File: config.mk
export PLATFORM = sky130hd
export DESIGN_NAME = calc_input_ctrl
export DESIGN_NICKNAME = d
export VERILOG_FILES = /design/src/rtl/calc_pkg.sv /design/src/rtl/key_debounce.sv /design/src/rtl/calc_input_ctrl.sv
export SDC_FILE = /design/constraint.sdc
export NUM_CORES = 1
export LEC_CHECK = 0
export ABC_CLOCK_PERIOD_IN_PS = 5700
export BUFFER_PORTS_ARGS = -buffer_cell sky130_fd_sc_hd__buf_4
export CELL_PAD_IN_SITES_DETAIL_PLACEMENT = 1
export CELL_PAD_IN_SITES_GLOBAL_PLACEMENT = 1
export CORE_MARGIN = 3
export CORE_UTILIZATION = 46
export DETAILED_ROUTE_END_ITERATION = 8
export GPL_ROUTABILITY_DRIVEN = 0
export HOLD_SLACK_MARGIN = 0.12
export PLACE_DENSITY = 0.88
export SLEW_MARGIN = 10
export SYNTH_ARGS = -nofsm -noshare
export SYNTH_HDL_FRONTEND = slang
export SYNTH_SLANG_ARGS = --single-unit
File: constraint.sdc
create_clock -name clock -period 5.7 [get_ports clock]
set_input_delay 0.855 -clock clock [delete_from_list [all_inputs] [get_ports clock]]
set_output_delay 0.855 -clock clock [all_outputs]
set_load 0.005 [all_outputs]
File: src/rtl/calc_pkg.sv
// Shared key codes, operator encodings, FSM state types and
// the keypad column/row decode used by the calculator front-end.
package calc_pkg;

    localparam logic [3:0] KEY_ADD = 4'hA;
    localparam logic [3:0] KEY_SUB = 4'hB;
    localparam logic [3:0] KEY_MUL = 4'hC;
    localparam logic [3:0] KEY_DIV = 4'hD;
    localparam logic [3:0] KEY_EQ  = 4'hE;
    localparam logic [3:0] KEY_CLR = 4'hF;

    typedef enum logic [1:0] {
        OP_ADD = 2'b00,
        OP_SUB = 2'b01,
        OP_MUL = 2'b10,
        OP_DIV = 2'b11
    } op_e;

    typedef enum logic [1:0] {
        ENTER_A = 2'b00,
        ENTER_B = 2'b01,
        PENDING = 2'b10,
        DONE    = 2'b11
    } entry_state_e;

    typedef enum logic {
        RELEASED = 1'b0,
        PRESSED  = 1'b1
    } deb_state_e;

    // row 11 is the top row of the pad
    function automatic logic [3:0] decode_key(
        input logic [1:0] col,
        input logic [1:0] row
    );
        logic [3:0] k;
        case ({col, row})
            4'b00_11: k = 4'h1;
            4'b00_10: k = 4'h4;
            4'b00_01: k = 4'h7;
            4'b00_00: k = KEY_CLR;
            4'b01_11: k = 4'h2;
            4'b01_10: k = 4'h5;
            4'b01_01: k = 4'h8;
            4'b01_00: k = 4'h0;
            4'b10_11: k = 4'h3;
            4'b10_10: k = 4'h6;
            4'b10_01: k = 4'h9;
            4'b10_00: k = KEY_EQ;
            4'b11_11: k = KEY_ADD;
            4'b11_10: k = KEY_SUB;
            4'b11_01: k = KEY_MUL;
            default:  k = KEY_DIV;
        endcase
        return k;
    endfunction

    function automatic op_e key_to_op(input logic [3:0] k);
        return op_e'(k[1:0] + 2'b10);
    endfunction

endpackage

File: src/rtl/key_debounce.sv
// Keypad column scanner: one scan result per four cycles, then a
// press/release debounce that emits a single event per press.
module key_debounce
    import calc_pkg::*;
#(
    parameter int DEBOUNCE_SCANS = 4
) (
    input  logic       clock,
    input  logic       reset,
    input  logic       row_hit,
    input  logic [1:0] row_code,
    output logic [1:0] col_selector,
    output logic       key_valid,
    output logic [3:0] key,
    output logic       keytype
);

    localparam int CW = $clog2(DEBOUNCE_SCANS + 1);
    localparam logic [CW-1:0] CNT_MAX = CW'(DEBOUNCE_SCANS);

    logic [1:0]    col_q;
    logic          seen_q;
    logic          ghost_q;
    logic [3:0]    code_q;
    deb_state_e    state_q;
    logic [3:0]    cand_q;
    logic [CW-1:0] match_q;
    logic [CW-1:0] rel_q;
    logic          valid_q;
    logic [3:0]    key_q;
    logic          type_q;

    logic          scan_end;
    logic          seen_prev;
    logic          ghost_prev;
    logic          scan_seen;
    logic          scan_ghost;
    logic          scan_empty;
    logic [3:0]    scan_code;
    logic [CW-1:0] match_nxt;
    logic [CW-1:0] rel_nxt;

    // accumulators restart at column 0 so a scan never sees stale hits
    always_comb begin
        seen_prev  = seen_q & (col_q != 2'd0);
        ghost_prev = ghost_q & (col_q != 2'd0);
        scan_seen  = seen_prev | row_hit;
        scan_ghost = ghost_prev | (seen_prev & row_hit);
        scan_empty = ~scan_seen;
        scan_code  = row_hit ? decode_key(col_q, row_code) : code_q;
        scan_end   = (col_q == 2'd3);
        match_nxt  = CW'(1);
        if (scan_code == cand_q && match_q != '0)
            match_nxt = match_q + 1'b1;
        rel_nxt    = rel_q + 1'b1;
    end

    always_ff @(posedge clock) begin
        if (reset) begin
            col_q   <= 2'd0;
            seen_q  <= 1'b0;
            ghost_q <= 1'b0;
            code_q  <= 4'd0;
            state_q <= RELEASED;
            cand_q  <= 4'd0;
            match_q <= '0;
            rel_q   <= '0;
            valid_q <= 1'b0;
            key_q   <= 4'd0;
            type_q  <= 1'b1;
        end else begin
            col_q   <= col_q + 2'd1;
            seen_q  <= scan_seen;
            ghost_q <= scan_ghost;
            code_q  <= scan_code;
            valid_q <= 1'b0;
            if (scan_end) begin
                if (scan_ghost) begin
                    match_q <= '0;
                    rel_q   <= '0;
                end else begin
                    unique case (state_q)
                        RELEASED: begin
                            if (scan_empty) begin
                                match_q <= '0;
                            end else if (match_nxt == CNT_MAX) begin
                                valid_q <= 1'b1;
                                key_q   <= scan_code;
                                type_q  <= (scan_code <= 4'd9);
                                state_q <= PRESSED;
                                match_q <= '0;
                                rel_q   <= '0;
                            end else begin
                                cand_q  <= scan_code;
                                match_q <= match_nxt;
                            end
                        end
                        PRESSED: begin
                            if (!scan_empty) begin
                                rel_q <= '0;
                            end else if (rel_nxt == CNT_MAX) begin
                                state_q <= RELEASED;
                                rel_q   <= '0;
                                match_q <= '0;
                            end else begin
                                rel_q <= rel_nxt;
                            end
                        end
                    endcase
                end
            end
        end
    end

    assign col_selector = col_q;
    assign key_valid    = valid_q;
    assign key          = key_q;
    assign keytype      = type_q;

endmodule

File: src/rtl/calc_input_ctrl.sv
// Calculator front-end: debounced keypad feeding the operand-entry
// FSM that hands a complete operation to the arithmetic unit.
module calc_input_ctrl
    import calc_pkg::*;
#(
    parameter int DEBOUNCE_SCANS = 4,
    parameter int DIGITS         = 4
) (
    input  logic                  clock,
    input  logic                  reset,
    input  logic                  row_hit,
    input  logic [1:0]            row_code,
    output logic [1:0]            col_selector,
    output logic                  key_valid,
    output logic [3:0]            key,
    output logic                  keytype,
    output logic [4*DIGITS-1:0]   operand_a,
    output logic [4*DIGITS-1:0]   operand_b,
    output logic [1:0]            op,
    output logic                  calc_start,
    input  logic                  calc_ready,
    output logic [1:0]            entry_state
);

    localparam int W  = 4 * DIGITS;
    localparam int NW = $clog2(DIGITS + 1);
    localparam logic [NW-1:0] DMAX = NW'(DIGITS);

    key_debounce #(
        .DEBOUNCE_SCANS(DEBOUNCE_SCANS)
    ) u_deb (
        .clock       (clock),
        .reset       (reset),
        .row_hit     (row_hit),
        .row_code    (row_code),
        .col_selector(col_selector),
        .key_valid   (key_valid),
        .key         (key),
        .keytype     (keytype)
    );

    entry_state_e  state_q;
    logic [W-1:0]  a_q;
    logic [W-1:0]  b_q;
    logic [NW-1:0] na_q;
    logic [NW-1:0] nb_q;
    op_e           op_q;
    logic          start_q;

    logic          is_op;
    logic [W-1:0]  a_shift;
    logic [W-1:0]  b_shift;

    always_comb begin
        is_op   = (key >= KEY_ADD) && (key <= KEY_DIV);
        a_shift = (a_q << 4) | W'(key);
        b_shift = (b_q << 4) | W'(key);
    end

    always_ff @(posedge clock) begin
        if (reset || (key_valid && key == KEY_CLR)) begin
            state_q <= ENTER_A;
            a_q     <= '0;
            b_q     <= '0;
            na_q    <= '0;
            nb_q    <= '0;
            op_q    <= OP_ADD;
            start_q <= 1'b0;
        end else begin
            unique case (state_q)
                ENTER_A: if (key_valid) begin
                    if (keytype && na_q != DMAX) begin
                        a_q  <= a_shift;
                        na_q <= na_q + 1'b1;
                    end else if (is_op) begin
                        op_q    <= key_to_op(key);
                        state_q <= ENTER_B;
                    end
                end
                ENTER_B: if (key_valid) begin
                    if (keytype && nb_q != DMAX) begin
                        b_q  <= b_shift;
                        nb_q <= nb_q + 1'b1;
                    end else if (is_op && nb_q == '0) begin
                        op_q <= key_to_op(key);
                    end else if (key == KEY_EQ) begin
                        state_q <= PENDING;
                        start_q <= 1'b1;
                    end
                end
                PENDING: if (start_q && calc_ready) begin
                    state_q <= DONE;
                    start_q <= 1'b0;
                end
                DONE: if (key_valid && keytype) begin
                    a_q     <= W'(key);
                    b_q     <= '0;
                    na_q    <= NW'(1);
                    nb_q    <= '0;
                    state_q <= ENTER_A;
                end
            endcase
        end
    end

    assign operand_a   = a_q;
    assign operand_b   = b_q;
    assign op          = op_q;
    assign calc_start  = start_q;
    assign entry_state = state_q;

endmodule
; ---- Yosys cells after proc, flatten, opt, wreduce, memory -nomap -nowiden
; Memory sizes are Yosys's and may differ from the RTL's.
; Cells that the tools add are included.
[classes]
addsub = 6
order_cmp = 3
n_eq_ne = 27
n_mux = 58
bitwise_logic = 11
reduce_logical = 28
[op_table]
columns = op, count
row1 = $mux W16, 6
row2 = $pmux W16 S2, 2
row3 = $mux W3, 17
row4 = $or A16 B4 Y16, 2
row5 = $mux W2, 15
row6 = $pmux W3 S2, 4
row7 = $ne A2 B2 Y1 const B, 10
row8 = $add A3 B1 Y3 const B, 4
row9 = $ne A3 B3 Y1 const B, 4
row10 = $reduce_and A5 Y1, 2
row11 = $reduce_bool A2 Y1, 5
row12 = $mux W1, 9
row13 = $reduce_and A9 Y1, 1
row14 = $eq A4 B4 Y1 const B, 2
row15 = $le A4 B4 Y1 const B, 2
row16 = $logic_and A1 B1 Y1, 8
row17 = $pmux W2 S4, 1
row18 = $reduce_and A4 Y1, 2
row19 = $reduce_and A7 Y1, 1
row20 = $eq A2 B2 Y1 const B, 3
row21 = $eq A3 B3 Y1 const B, 2
row22 = $ne A3 B1 Y1 const B, 2
row23 = $reduce_and A3 Y1, 2
row24 = $reduce_and A6 Y1, 1
row25 = 18 further kinds, 26
[word_totals]
reg_bits = 68
romBits = 64
output_inout_bits = 45
wordCells = 152
memories = 1
[memory_table]
columns = name, depth, word_bits, rd, rd_clocked_by_memory_dff, write_ports, line_no
row1 = (name not given), 16, 4, 1, 0, 0, calc_pkg.sv:37  ; case ({col, row})

; ---- Longest topological paths before layout
; An unclocked memory read counts as a cell.
[logic_depth]
depth_word = 10
depth_mapped = 9
ltp_nobuf = 8

; ---- Cells and area by module
; From an unflattened synthesis, not the netlist that was laid out.
[unflattened]
cells_unflattened = 368
area_unflattened_um2 = 3273.1
[by_module_without_submodules]
columns = module, instances, cells_per_inst, area_per_inst_um2
row1 = calc_input_ctrl, 1, 208, 1885.6
row2 = key_debounce, 1, 160, 1387.6

; ---- Worst setup path before layout
; Ideal clock, no wire load.
[synth_timing]
kind = input to register
startpoint = in row_code[1]
endpoint = reg u_deb.cand_q[0]
setup_ps = 121
arrival_time_ps = 2505
path_slack_ps = 3075
cell_stages = 7
path_cell_list = buf_2 -> or3b_1 -> a311o_1 -> o221ai_1 -> nor4_2 -> a21oi_1 -> mux2_2
[synth_between]
elab_chain_cells = 8
[synth_rtl]
columns = item, line_no
row1 = start: declaration, calc_input_ctrl.sv:12  ; input logic [1:0] row_code,
row2 = $mem_v2 Z16 W4 (*), --
row3 = $mux W4 (*), key_debounce.sv:50  ; scan_code = row_hit ? decode_key(col_q, row_code) : code_q;
row4 = $eq A4 B4 Y1, key_debounce.sv:53  ; if (scan_code == cand_q && match_q != '0)
row5 = $logic_and A1 B1 Y1, key_debounce.sv:53
row6 = $mux W3, key_debounce.sv:53
row7 = $eq A3 B3 Y1, key_debounce.sv:86  ; end else if (match_nxt == CNT_MAX) begin
row8 = $not A1 Y1 (no line), --
row9 = $reduce_and A5 Y1 (no line), --
row10 = end signal: assignment, key_debounce.sv:94  ; cand_q <= scan_code;
row11 = end: declaration, key_debounce.sv:26  ; logic [3:0] cand_q;
; Mark *: on every way between the ends. The rest lies on a longest branch, timed or not.
; A chain may end at the register's enable or synchronous reset.

; ---- Worst setup path in the final report
[layout_timing]
startpoint = reg u_deb.col_q[0] (netlist: u_deb.col_selector[0])
endpoint = reg u_deb.key_q[0] (netlist: u_deb.key[0])
[layout_between]
elab_chain_cells = 7
elab_cells_between_ends = 15
classes_between = 3 x eq/ne / 2 x mux / 6 x bitwise / 3 x reduce/logical / 1 x memory
[layout_rtl]
columns = item, line_no
row1 = start: declaration, key_debounce.sv:21  ; logic [1:0] col_q;
row2 = start signal: assignment, key_debounce.sv:72  ; col_q <= col_q + 2'd1;
row3 = $mem_v2 Z16 W4, --
row4 = $mux W4, key_debounce.sv:50
row5 = $eq A4 B4 Y1, key_debounce.sv:53
row6 = $logic_and A1 B1 Y1, key_debounce.sv:53
row7 = $mux W3, key_debounce.sv:53
row8 = $eq A3 B3 Y1, key_debounce.sv:86
row9 = $reduce_and A5 Y1 (no line), --
row10 = end signal: assignment, key_debounce.sv:88  ; key_q <= scan_code;
row11 = end: declaration, key_debounce.sv:30  ; logic [3:0] key_q;
; Several ways; a longest one is shown, not always the timed one.

==> results.py <==
metrics = {
    "run_status": {
        "status": "complete, no violations",
    },
    "logic_synthesis": {
        "synthTopCellsByArea": "dfxtp_1 (39%), mux2i_1 (7.2%), nor2_1 (5.0%)",
        "yosys.area.top_type": "dfxtp_1",
        "synth_top_area_frac": 0.389,
        "netlist_area_um2": 3500,
        "avgSynthCellArea_um2": 8.78,
        "synth-async-reset-ratio": 0,
        "synthesis.nets": 418,
        "synthDistinctLibCells": 61,
        "synth_flop_cell": "dfxtp_1",
        "synth_edf_count": 0,
        "ys_seq_elements": 68,
        "synth_seq_area_share": 0.389,
        "syn_inst": 398,
        "yosys_warnings": 0,
    },
    "clocking": {
        "cts.repair.resized": 0,
        "max-clock-path-buffers": 2,
        "cts_tree": "done",
        "htreeDepth": 3,
        "cts_root_buf": "clkbuf_8",
        "clock_latency_ps": 350,
        "cts_hold_buf": 0,
        "post-cts-setup-buffer-count": 0,
        "cts_made_buffers": 9,
        "clkSinkCount": 68,
        "clkTransAtPathRegs_ps": 80,
    },
    "critical_path": {
        "crit_type": "reg2reg",
        "cp-start-kind": "register",
        "cp_slowest_cell": "nor4_2",
        "endpoint_kind": "register",
        "required_ps": 5940,
        "cp.arrival_ps": 3390,
        "crit_path_cell_trace": "xor2_1 -> a2bb2oi_1 -> o221ai_1 -> nor4_2 -> nand3_2 -> mux2_4",
        "crit_path_max_fanout": 21,
        "crit_path_max_incr_delay_ps": 960,
    },
    "route": {
        "num_vias": 3024,
        "drtIter0Drc": 71,
        "first_pass_iters": 4,
        "wl_per_cell_um": 16.7,
        "drc": 0,
        "antenna_left": 0,
        "totalWireLength_um": 8990,
        "viasPerCell": 5.62,
    },
    "sta": {
        "tightest_slew_ps": 1110,
        "fin_ws_ps": 2550,
        "rsz0062_at_grt": "false",
        "timing.final.crit_period_ps": 3150,
        "min_period_over_period": 0.553,
        "fin_hold_ws_ps": 464,
        "report.final.slew_viol_count": 0,
        "slew_headroom": 0.258,
        "fmax_mhz": 317,
        "finClkSkew_ps": 10.3,
        "fin_tns_setup_ps": 0,
        "finalSetupViolCount": 0,
        "hold_violations": 0,
    },
    "grt": {
        "grt_pass1_vias": 3122,
        "grt_max_degree": 27,
        "antenna_found_initial": 0,
        "grt_use_total": 0.214,
        "overflow": 0,
        "grt_pass1_wl_um": 14900,
    },
    "layout": {
        "final_common_cell": "dfxtp_1",
        "nFillCells": 880,
        "nNetsFinal": 454,
        "area_growth_pct": 16.6,
        "insertedDiodeCount": 0,
        "final_layout_size_suffix_gt1_frac": 0.196,
        "design_area_um2": 4080,
        "final_cell_mix": "dfxtp_1 (68), buf_4 (52), nor2_1 (47)",
    },
    "floorplan": {
        "die_w_um": 93.2,
        "initial_utilization": 0.477,
        "io_pins": 51,
        "num_rows": 31,
        "core_um2": 7330,
        "die_height_um": 93.2,
        "dieArea_um2": 8680,
    },
    "placed_design": {
        "dp_hpwl_um": 6190,
        "pre_cts_ws_ps": 2390,
        "place_area_um2": 3890,
        "port_buffers": 50,
    },
    "job": {
        "max_cap_violations": 0,
    },
    "min_path": {
        "hold_path_class": "reg2reg",
    },
    "pwr": {
        "power_mw": 0.937,
        "leakagePower_nw": 1.57,
        "peakVddDrop_mv": 0.178,
        "power_density_nw_per_um2": 230,
    },
}
==> layout make-up <==
cell class / instances / area, µm² / area share
multi-input combinational: 286 / 1950 / 0.479
sequential: 68 / 1360 / 0.334
timing repair buffer: 52 / 390 / 0.0958
clock buffer: 10 / 138 / 0.0338
tap: 99 / 124 / 0.0304
inverter: 17 / 63.8 / 0.0157
clock inverter: 6 / 47.5 / 0.0117
==> kinds of logic after synthesis <==
group / after synthesis / synth area share
buf+inv: 44 / 0.0591
fa+ha+maj: 14 / 0.0501
compound gates: 83 / 0.171
simple gates: 153 / 0.228
xor+xnor: 8 / 0.0200
flops: 68 / 0.389
mux: 28 / 0.0823
==> metrics by stage <==
step                instances  utilization
detailed placement        522        0.531
global route              538        0.556
global placement          522        0.531
floorplan                 398            -
CTS                       538        0.556
finish                    538        0.556
==> cells in the mapped netlist (4+ instances only) <==
library cell,instances
a211oi_1,5
a21o_1,5
a21oi_1,30
a31oi_1,6
buf_2,6
clkbuf_1,13
dfxtp_1,68
ha_1,14
inv_1,17
mux2i_1,25
nand2_1,36
nand2b_1,9
nand3_1,7
nand3b_1,15
nor2_1,47
nor2b_1,10
nor3_1,4
o21ai_0,6
or3_1,4
xnor2_1,4
xor2_1,4
==> per-layer routing <==
metal	share of wire	GRT usage	routed length [µm]
met5	0	0	0
met4	0.014	0.0647	127
met3	0.033	0.0434	293
met2	0.49	0.374	4410
met1	0.46	0.265	4160
==> power breakdown <==
group	leakage (nW)	switching (mW)	internal [mW]
Clock	0.0811	0.201	0.172
Sequential	0.549	0.00963	0.480
Combinational	0.936	0.0458	0.0281
==> registers in the layout (all words and copies together) (netlist names), 4 cells and up <==
| register | cells |
|---|---|
| u_deb.key | 4 |
| u_deb.code_q | 4 |
| operand_b | 16 |
| u_deb.cand_q | 4 |
| operand_a | 16 |
==> path summary, 6_finish.rpt <==
check                             start       endpoint  slack [ps]  depth (start not counted)
hold reg to reg           operand_a[13]  operand_a[13]         460                          2
setup reg to reg  u_deb.col_selector[0]   u_deb.key[0]        2550                          6
setup / recovery  u_deb.col_selector[0]   u_deb.key[0]        2550                          6
hold / removal            operand_a[13]  operand_a[13]         460                          2
==> worst max-delay path: cells and delay by family, from the launching register on <==
| family | cells | cell delay, ps |
|---|---|---|
| xor+xnor | 1 | 210 |
| flops | 1 | 770 |
| mux | 1 | 360 |
| simple gates | 2 | 1220 |
| compound gates | 2 | 490 |
Note: power is estimated with default switching activity, not from simulation.
